`src/rtl/clock_div_multi.sv`:
```
// Multi-channel programmable clock divider: per channel a one-cycle tick every DIV enabled
// cycles plus a 50%-duty divided level. Divisor writes on a running channel wait for a boundary.
module clock_div_multi #(
    parameter int unsigned N_CH        = 4,
    parameter int unsigned W           = 32,
    parameter int unsigned DEFAULT_DIV = 1,
    parameter int unsigned CH_W        = (N_CH > 1) ? $clog2(N_CH) : 1
) (
    input  logic            clk,
    input  logic            rst,
    input  logic [N_CH-1:0] en,
    input  logic            div_we,
    input  logic [CH_W-1:0] div_ch,
    input  logic [W-1:0]    div_val,
    output logic [N_CH-1:0] tick,
    output logic [N_CH-1:0] clk_out,
    output logic [N_CH-1:0] pending
);

    localparam logic [W-1:0] DefDiv = W'(DEFAULT_DIV);

    // A zero divisor would never reach terminal count; clamp it to 1.
    logic [W-1:0] eff_div;
    assign eff_div = (div_val == '0) ? W'(1) : div_val;

    for (genvar g = 0; g < N_CH; g++) begin : g_ch
        logic [W-1:0] cnt_q, cnt_d;
        logic [W-1:0] cur_q, cur_d;
        logic [W-1:0] pdiv_q, pdiv_d;
        logic         pend_q, pend_d;
        logic         tick_q, tick_d;
        logic         lvl_q, lvl_d;
        logic         wr, term;

        // Out-of-range div_ch never matches any channel index, so the write is dropped.
        assign wr   = div_we && (int'(div_ch) == g);
        assign term = en[g] && (cnt_q == cur_q - W'(1));

        always_comb begin
            cnt_d  = cnt_q;
            cur_d  = cur_q;
            pdiv_d = pdiv_q;
            pend_d = pend_q;
            tick_d = 1'b0;
            lvl_d  = lvl_q;
            if (term) begin
                cnt_d  = '0;
                tick_d = 1'b1;
                lvl_d  = ~lvl_q;
                // A write landing on the boundary supersedes any older pending divisor.
                if (wr) begin
                    cur_d  = eff_div;
                    pend_d = 1'b0;
                end else if (pend_q) begin
                    cur_d  = pdiv_q;
                    pend_d = 1'b0;
                end
            end else if (en[g]) begin
                cnt_d = cnt_q + W'(1);
                if (wr) begin
                    pdiv_d = eff_div;
                    pend_d = 1'b1;
                end
            end else begin
                // Stopped: apply divisor changes at once and restart the period.
                if (wr) begin
                    cur_d  = eff_div;
                    cnt_d  = '0;
                    pend_d = 1'b0;
                end else if (pend_q) begin
                    cur_d  = pdiv_q;
                    cnt_d  = '0;
                    pend_d = 1'b0;
                end
            end
        end

        always_ff @(posedge clk) begin
            if (rst) begin
                cnt_q  <= '0;
                cur_q  <= DefDiv;
                pdiv_q <= DefDiv;
                pend_q <= 1'b0;
                tick_q <= 1'b0;
                lvl_q  <= 1'b0;
            end else begin
                cnt_q  <= cnt_d;
                cur_q  <= cur_d;
                pdiv_q <= pdiv_d;
                pend_q <= pend_d;
                tick_q <= tick_d;
                lvl_q  <= lvl_d;
            end
        end

        assign tick[g]    = tick_q;
        assign clk_out[g] = lvl_q;
        assign pending[g] = pend_q;
    end

endmodule

```
`config.mk`:
```
export PLATFORM = sky130hd
export DESIGN_NAME = clock_div_multi
export DESIGN_NICKNAME = d
export VERILOG_FILES = /design/src/rtl/clock_div_multi.sv
export SDC_FILE = /design/constraint.sdc
export NUM_CORES = 1
export LEC_CHECK = 0
export CAP_MARGIN = 0
export CELL_PAD_IN_SITES_DETAIL_PLACEMENT = 0
export CELL_PAD_IN_SITES_GLOBAL_PLACEMENT = 1
export CORE_UTILIZATION = 45
export DETAILED_ROUTE_END_ITERATION = 8
export GPL_TIMING_DRIVEN = 0
export HOLD_SLACK_MARGIN = 0.12
export PLACE_DENSITY = 0.75
export SETUP_SLACK_MARGIN = 0.2
export SLEW_MARGIN = 10
export SYNTH_ARGS = -nofsm -noshare
export SYNTH_HDL_FRONTEND = slang
export SYNTH_SLANG_ARGS = --single-unit
```
`constraint.sdc`:
```
create_clock -name clk -period 4.8 [get_ports clk]
set_input_delay 0.96 -clock clk [delete_from_list [all_inputs] [get_ports clk]]
set_output_delay 0.96 -clock clk [all_outputs]
set_load 0.05 [all_outputs]
```
==> flow_metrics.py, run 1 <==
metrics = {
    "cts": {
        "hold_buffers": 0,
        "cts.htree.levels": 2,
        "cts-root-buf": "clkbuf_16",
        "cts_tree": "yes",
        "numCtsBuffers": 46,
        "clk_path_buf_depth": 3,
        "cts_sinks": 396,
        "clk_pin_slew_ns": 0.06,
        "clk_latency_ns": 0.59,
    },
    "floorplan": {
        "io_pins": 53,
        "coreArea_um2": 49150,
        "die-area_um2": 50910,
        "start_util_pct": 45.79,
        "die_y_um": 225.6,
        "die_width_um": 225.6,
        "fp-row-count": 81,
    },
    "placement": {
        "placed_area_um2": 23850,
        "dpl.hpwl_mm": 56.37,
        "pre_cts_slack_ns": -0.4260,
        "gp_congestion": 0.9747,
        "post-place-cells": 3523,
        "port_buffers": 50,
    },
    "logic_synthesis": {
        "synth_cell_type_count": 85,
        "synthTopCellsByCount": "dfxtp_1 (396), nand2_1 (294), o21ai_0 (187), clkbuf_1 (172), nor2_1 (160)",
        "syn_area_per_cell_um2": 8.012,
        "synth_top_area_share_pct": 35.23,
        "yosys_warnings": 0,
        "async_flop_share_pct": 0,
        "netlist_area_um2": 22510,
        "yosys.area.top_type": "dfxtp_1",
        "synthFlopType": "dfxtp_1",
        "yosysMostFrequentCell": "dfxtp_1",
        "seq_area_frac_synth_pct": 35.23,
        "syn_nets": 2858,
        "ys_top_cells_by_area": "dfxtp_1 (35%), nand2_1 (4.9%), o21ai_0 (4.2%)",
        "ys_ff_latch": 396,
        "syn_inst": 2809,
        "synth-edff-count": 0,
    },
    "critical_path": {
        "endpoint_kind": "register",
        "start_kind": "register",
        "path_class": "reg2reg",
        "crit_fanout": 10,
        "cp.arrival_ns": 4.73,
        "cp.required_ns": 5.21,
    },
    "sta": {
        "tightest_slew_ns": 1.222,
        "fmax_mhz": 231.6,
        "whs_ns": 0.4532,
        "drv_slew": 0,
        "maxSlewHeadroom_pct": 17.94,
        "fin_crit_ns": 4.319,
        "skew_ns": 0.02171,
        "setup_viol": 0,
        "layout_setup_ws_ns": 0.4813,
        "finalHoldViolations": 0,
        "rsz0062_at_grt": "true",
        "post-route-period-util_pct": 89.97,
    },
    "global_routing": {
        "grt_pass1_vias": 20330,
        "antenna_found_initial": 0,
        "grt_overflow": 0,
        "track_usage_pct": 29.67,
        "grt_max_degree": 14,
        "grt_pass1_wl_mm": 117.3,
    },
    "pwr": {
        "p_per_area_nw_per_um2": 338.9,
        "total_power_uw": 8626,
        "peakVddDrop_v": 0.0002990,
        "p_leak_uw": 0.008802,
    },
    "route": {
        "routed_wl_mm": 76.55,
        "vias": 21750,
        "dr.first_iter.drc_count": 1824,
        "drt-vias-per-instance": 6.028,
        "antenna_left": 0,
        "dr.pass1.iters": 8,
        "drc": 0,
        "wl_per_cell_um": 21.22,
    },
    "cells_and_area": {
        "seq_area_um2": 7928,
        "fin_area_um2": 25450,
        "area_growth_pct": 13.10,
        "final_nets": 2958,
        "multi_input_area_um2": 13480,
        "fillers": 4775,
        "finalNonFillerCells": 3608,
        "antennaDiodeCount": 0,
        "drive_above_1_share_pct": 8.220,
    },
    "status": {
        "status": "finished, final reports clean",
    },
    "job": {
        "drv_cap": 0,
    },
    "min_path": {
        "hold_path.class": "reg2reg",
    },
}
kinds of logic (layout without fill, tap and decap cells):
family                   count (synthesis)  after routing  share of synthesized area [%]
AO/OA/AOI/OAI                          727            727                          21.90
XOR/XNOR                               161            161                          6.266
adder cells (fa/ha/maj)                  8              8                         0.4448
buffers and inverters                  289            424                          5.304
flip-flops                             396            396                          35.23
multiplexers                            94             94                          4.286
AND/OR/NAND/NOR                       1134           1134                          26.57
critical path, stage by stage (launching register included):
cell	delay [ns]
dfxtp_1	0.30
clkbuf_1	0.22
nor4_2	0.76
nand3_1	0.34
o41a_1	0.49
a2111oi_2	0.30
o211ai_1	0.17
or4_4	0.58
o31ai_4	0.37
buf_6	0.20
buf_2	0.30
a211oi_2	0.11
through the flow:
stage / utilization (%) / TNS, ns
after floorplan: - / 0
after global placement: 48.49 / -33.81
after detailed placement: 48.52 / -23.99
after CTS: 51.66 / 0
after global routing: 51.79 / 0
final: 51.79 / 0
where the power goes:
part           total (µW)  internal, µW  switching (µW)
combinational        1570           565            1010
sequential           3520          3390             126
clock                3530          2060            1480
total                8630          6010            2610
what timing repair did:
action                                 in CTS  in global routing
endpoints found under the hold margin       0                  0
setup endpoints to repair                 157                221
pin swaps                                   1                  0
gates resized for setup                     5                 13
setup buffers                               2                  0
cell usage in the layout (no fill, tap or decap), drive strengths merged, types with 57 or more instances in the layout:
cell type	n
a21oi	152
buf	57
clkbuf	236
dfxtp	396
inv	63
mux2i	75
nand2	294
nand3	139
nand3b	104
nor2	160
nor3	89
nor4	62
o211ai	62
o21ai	189
xnor2	99
xor2	62
final cells by class:
cell class,instances,share of cell area [%]
sequential,396,31.14
inverter,62,0.9143
tap,664,3.264
clock buffer,64,5.264
multi-input combinational,2124,52.97
clock inverter,19,0.6341
buffer,227,3.785
timing repair buffer,52,2.025
final timing paths:
kind                                         start                 end  slack [ns]  cells past startpoint
worst max-delay path              g_ch[2].cur_q[3]    g_ch[2].cur_q[6]        0.48                     11
worst min-delay path            g_ch[2].pdiv_q[25]  g_ch[2].pdiv_q[25]        0.45                      2
worst max register to register    g_ch[2].cur_q[3]    g_ch[2].cur_q[6]        0.48                     11
worst min register to register  g_ch[2].pdiv_q[25]  g_ch[2].pdiv_q[25]        0.45                      2
routing by layer:
layer | share of wire, % | GRT usage, % | vias up
li1 | - | - | 10510
met1 | 45 | 39.12 | 10420
met2 | 45 | 48.50 | 646
met3 | 5.3 | 3.734 | 167
met4 | 4.3 | 13.06 | 0
met5 | 0 | 0 | -
registers in the layout, summed over array words and instances, names as in the netlist:
name and count:
g_ch.cnt_q 128, g_ch.pdiv_q 128, g_ch.lvl_q 4, g_ch.pend_q 4, g_ch.tick_q 4, g_ch.cur_q 128
Note: power is estimated with default switching activity, not from simulation.
==> inputs of run 2 (changes only) <==
Settings changed: CTS_BUF_LIST from default to sky130_fd_sc_hd__clkbuf_8, GPL_TIMING_DRIVEN 0 to default.
==> flow_metrics.py, run 2 (synthesis gave the netlist of run 1 again) <==
metrics = {
    "job": {
        "drv_cap": 0,
    },
    "sta": {
        "tightest_slew_ns": 1.268,
        "drv_slew": 0,
        "finalHoldViolations": 0,
        "fin_crit_ns": 4.134,
        "rsz0062_at_grt": "false",
        "post-route-period-util_pct": 86.13,
        "skew_ns": 0.02914,
        "fmax_mhz": 241.9,
        "setup_viol": 0,
        "maxSlewHeadroom_pct": 15.27,
        "tns_ns": 0,
    },
    "critical_path": {
        "reg2regPathDepth": 11,
        "crit_family": "simple AND/OR/NAND/NOR gates",
        "r2r_slack_ns": 0.67,
        "cpMostUsedCell": "or4_1",
        "endpoint_kind": "register",
        "rr_startpoint": "g_ch[0].cur_q[10]",
        "path_class": "reg2reg",
        "cp_cell_sequence": "or4_1 -> or4_1 -> or3_1 -> a21oi_1 -> nand4_1 -> or4_1 -> o31ai_4 -> buf_4 -> buf_4 -> o211ai_1 -> o21ai_0",
        "slowest_stage": "or4_1",
        "cp_slowest_stage_delay_ns": 0.60,
        "cp.required_ns": 5.38,
        "crit_fanout": 37,
        "cp.arrival_ns": 4.71,
        "critPathBufInv": 2,
        "rr_endpoint": "g_ch[0].pdiv_q[31]",
        "start_kind": "register",
    },
    "cells_and_area": {
        "layout_commonest_cell": "dfxtp_1",
        "finalNonFillerCells": 3516,
        "drive_above_1_share_pct": 11.08,
        "final_nets": 2840,
        "reg.largest.list": "g_ch.cnt_q x128, g_ch.cur_q x128, g_ch.pdiv_q x128",
        "area_growth_pct": 11.85,
        "fin_area_um2": 25170,
        "most-common-layout-cells": "dfxtp_1 (396), nand2_1 (293), o21ai_0 (186)",
    },
    "cts": {
        "clk_path_buf_depth": 3,
        "cts_sinks": 396,
        "cts_setup_buffers": 0,
        "cts_tree": "yes",
        "numCtsBuffers": 73,
        "cts.htree.levels": 3,
        "hold_buffers": 0,
        "clk_latency_ns": 0.67,
        "clk_pin_slew_ns": 0.06,
        "cts-root-buf": "clkbuf_8",
        "cts.repair.resized": 0,
    },
    "placement": {
        "placed_area_um2": 23610,
        "post-place-cells": 3380,
        "dpl.hpwl_mm": 48.88,
        "port_buffers": 52,
        "gp_congestion": 0.9028,
    },
    "pwr": {
        "total_power_uw": 8423,
        "p_leak_uw": 0.008949,
        "p_per_area_nw_per_um2": 334.6,
        "peakVddDrop_v": 0.0001947,
    },
    "floorplan": {
        "die_width_um": 225.6,
        "coreArea_um2": 49150,
        "die_y_um": 225.6,
        "fp-row-count": 81,
        "start_util_pct": 45.79,
        "io_pins": 53,
        "die-area_um2": 50910,
    },
    "status": {
        "status": "finished, final reports clean",
    },
    "route": {
        "drt-vias-per-instance": 6.031,
        "routed_wl_mm": 69.81,
        "vias": 21210,
        "wl_per_cell_um": 19.86,
        "antenna_left": 0,
        "dr.first_iter.drc_count": 1603,
        "dr.pass1.iters": 5,
        "drc": 0,
    },
    "global_routing": {
        "track_usage_pct": 27.37,
        "grt_pass1_vias": 19490,
        "grt_overflow": 0,
        "grt_max_degree": 94,
        "grt_pass1_wl_mm": 110.4,
        "antenna_found_initial": 1,
    },
    "min_path": {
        "min_path_cells": 2,
        "min_from": "g_ch[2].pdiv_q[25]",
        "min_to": "g_ch[2].pdiv_q[25]",
        "hold_path.class": "reg2reg",
    },
}
[run 2: cell count changes in the layout (fill, tap and decap cells not counted), moves of 18 or more]
cell	previous run	this run
clkbuf_1	177	0
clkbuf_8	10	97
buf_4	15	81
clkbuf_16	47	0
inv_1	61	87
buf_1	19	0
buf_2	18	0
[run 2: final cells by class]
cell class | instances | area [µm²]
Sequential cell | 396 | 7928
Clock buffer | 97 | 1335
Inverter | 62 | 237.7
Timing Repair Buffer | 134 | 1159
Fill cell | 4757 | 23980
Antenna cell | 1 | 2.502
Tap cell | 664 | 830.8
Multi-Input combinational cell | 2124 | 13450
Clock inverter | 38 | 227.7
[run 2: worst max-delay path by stage]
stage / startpoint / endpoint / depth (start not counted)
2_1_floorplan: g_ch[2].cur_q[22] / g_ch[2].cnt_q[15] / 13
3_3_place_gp: g_ch[2].cur_q[24] / g_ch[2].cnt_q[5] / 11
3_5_place_dp: g_ch[2].cur_q[23] / g_ch[2].cnt_q[24] / 11
4_1_cts: g_ch[2].cur_q[23] / g_ch[2].cnt_q[5] / 11
5_1_grt: g_ch[3].cur_q[0] / g_ch[3].cur_q[8] / 12
6_report: g_ch[0].cur_q[10] / g_ch[0].pdiv_q[31] / 11
[run 2: worst register-to-register path: stages (launching register included)]
cell and delay (ns):
dfxtp_1 0.35, or4_1 0.57, or4_1 0.60, or3_1 0.41, a21oi_1 0.16, nand4_1 0.09, or4_1 0.59, o31ai_4 0.22
buf_4 0.39, buf_4 0.41, o211ai_1 0.12, o21ai_0 0.13
[run 2: per-layer routing]
| layer | track usage, % | up-vias | wire length (µm) |
|---|---|---|---|
| li1 | - | 10290 | - |
| met1 | 37.52 | 10150 | 32550 |
| met2 | 42.85 | 608 | 30950 |
| met3 | 4.463 | 150 | 3789 |
| met4 | 10.56 | 0 | 2521 |
| met5 | 0 | - | 0 |
[run 2: metrics by stage]
stage	hold WS (ns)	util, %	setup slack, ns
floorplan	0.4295	-	1.012
global placement	0.4382	48.03	0.7764
detailed placement	0.4412	48.03	0.6827
CTS	0.4563	51.21	0.6561
global route	0.4638	51.21	0.3443
finish	0.4536	51.21	0.6656
[run 2: power breakdown]
group	leakage, µW	internal, µW	switching, µW
clock	0.000897	1880	1520
sequential	0.00321	3390	134
combinational	0.00485	563	934
==> inputs of run 3 (changes only) <==
Settings changed: CORE_ASPECT_RATIO from default to 1.5, GPL_TIMING_DRIVEN from default to 0, PLACE_DENSITY 0.75 to default, PLACE_DENSITY_LB_ADDON from default to 0.1.
==> flow_metrics.py, run 3 (synthesis gave the netlist of run 1 again) <==
metrics = {
    "cells_and_area": {
        "seq_area_um2": 7928,
        "multi_input_area_um2": 13470,
        "drive_above_1_share_pct": 9.192,
        "most-common-layout-cells": "dfxtp_1 (396), nand2_1 (294), o21ai_0 (187)",
        "reg.largest.list": "g_ch.cnt_q x128, g_ch.cur_q x128, g_ch.pdiv_q x128",
        "finalNonFillerCells": 3645,
        "final_nets": 2981,
        "layout_commonest_cell": "dfxtp_1",
        "fillers": 4936,
        "area_growth_pct": 12.60,
    },
    "route": {
        "wl_per_cell_um": 21.39,
        "routed_wl_mm": 77.96,
        "antenna_left": 0,
        "dr.first_iter.drc_count": 1224,
        "dr.pass1.iters": 5,
        "vias": 21590,
        "drc": 0,
        "drt-vias-per-instance": 5.923,
    },
    "job": {
        "drv_cap": 0,
    },
    "sta": {
        "skew_ns": 0.02377,
        "rsz0062_at_grt": "false",
        "finalHoldViolations": 0,
        "drv_slew": 0,
        "fmax_mhz": 228.6,
        "maxSlewHeadroom_pct": 11.01,
        "setup_viol": 0,
        "fin_crit_ns": 4.375,
        "tightest_slew_ns": 1.332,
        "post-route-period-util_pct": 91.14,
        "tns_ns": 0,
    },
    "status": {
        "status": "finished, final reports clean",
    },
    "cts": {
        "cts.htree.levels": 3,
        "cts_sinks": 396,
        "clk_path_buf_depth": 3,
        "numCtsBuffers": 69,
        "cts-root-buf": "clkbuf_8",
        "clk_latency_ns": 0.66,
        "clk_pin_slew_ns": 0.07,
        "cts_tree": "yes",
    },
    "critical_path": {
        "cp_cell_sequence": "clkbuf_1 -> or4_1 -> or4_1 -> nor3_1 -> mux2_2 -> a31oi_1 -> o2111ai_1 -> nor4_1 -> or2_2 -> clkbuf_1 -> clkbuf_1 -> nor3_1",
        "critPathBufInv": 3,
        "cpMostUsedCell": "clkbuf_1",
        "endpoint_kind": "register",
        "path_class": "reg2reg",
        "start_kind": "register",
        "slowest_stage": "or4_1",
        "cp.required_ns": 5.30,
        "cp.arrival_ns": 4.88,
        "cp_slowest_stage_delay_ns": 0.66,
        "crit_fanout": 10,
        "crit_family": "simple AND/OR/NAND/NOR gates",
    },
    "floorplan": {
        "io_pins": 53,
        "die-area_um2": 50930,
        "die_width_um": 184.6,
        "fp-row-count": 100,
        "coreArea_um2": 49550,
        "die_y_um": 275.9,
        "start_util_pct": 45.42,
    },
    "placement": {
        "dpl.hpwl_mm": 58.11,
        "post-place-cells": 3522,
        "gp_congestion": 1.016,
        "port_buffers": 50,
    },
    "pwr": {
        "p_leak_uw": 0.008842,
        "p_per_area_nw_per_um2": 328.4,
        "peakVddDrop_v": 0.0001977,
    },
    "global_routing": {
        "grt.met3_usage_pct": 4.011,
        "grt_overflow": 0,
        "track_usage_pct": 30.62,
        "use_met1_pct": 34.02,
        "grt_pass1_vias": 20590,
        "antenna_found_initial": 1,
        "grt_max_degree": 11,
        "grt_use_met2_pct": 53.91,
        "grt_pass1_wl_mm": 118.9,
        "grt-busiest-layer": "met2",
    },
    "min_path": {
        "hold_path.class": "reg2reg",
    },
}
run 3: power by group:
part	switching (µW)	internal [µW]
logic	1020	565
registers	124	3390
clock network	1510	1710
run 3: repair_timing:
item	CTS	global route
gates resized for setup	4	21
setup buffers	2	0
hold buffers	0	0
pin swaps	1	0
endpoints found under the setup margin	145	229
run 3: area by class of cell:
cell class | count | share of cell area [%]
repair buffers | 52 | 2.034
clock inverters | 35 | 0.8789
flip-flops and latches | 396 | 31.28
plain buffers | 227 | 3.827
multi-input cells | 2124 | 53.16
diodes | 1 | 0.009875
clock buffers | 85 | 4.617
inverters | 62 | 0.9184
well taps | 663 | 3.274
run 3: final timing paths:
check        cells after the start                from  slack, ns                 end
min                              2  g_ch[1].pdiv_q[31]       0.46  g_ch[1].pdiv_q[31]
max                             12   g_ch[1].cur_q[16]       0.43    g_ch[1].cnt_q[2]
max reg2reg                     12   g_ch[1].cur_q[16]       0.43    g_ch[1].cnt_q[2]
min reg2reg                      2  g_ch[1].pdiv_q[31]       0.46  g_ch[1].pdiv_q[31]
run 3: worst register-to-register path, cell delays in order, from the launching register on:
cell and delay (ns):
dfxtp_1 0.30, clkbuf_1 0.20, or4_1 0.66, or4_1 0.43
nor3_1 0.34, mux2_2 0.38, a31oi_1 0.26, o2111ai_1 0.23
nor4_1 0.44, or2_2 0.21, clkbuf_1 0.19, clkbuf_1 0.47
nor3_1 0.12
run 3: per-stage QoR:
step / utilization, % / worst slack [ns] / hold slack [ns] / power, µW / instance area (µm²)
4_1_cts: 51.02 / 0.2323 / 0.4578 / 8364 / 25280
3_5_place_dp: 48.13 / -0.4338 / 0.4439 / 5124 / 23850
2_1_floorplan: - / 1.012 / 0.4295 / 4610 / 22510
6_report: 51.14 / 0.4252 / 0.4570 / 8321 / 25340
3_3_place_gp: 48.11 / -0.7624 / 0.4426 / 5100 / 23840
5_1_grt: 51.14 / 0.1953 / 0.4666 / 8674 / 25340
run 3: routing by layer:
layer	vias to the layer above	routed length [µm]
li1	10550	-
met1	10240	30650
met4	0	5461
met3	231	3327
met5	-	0
met2	569	38520
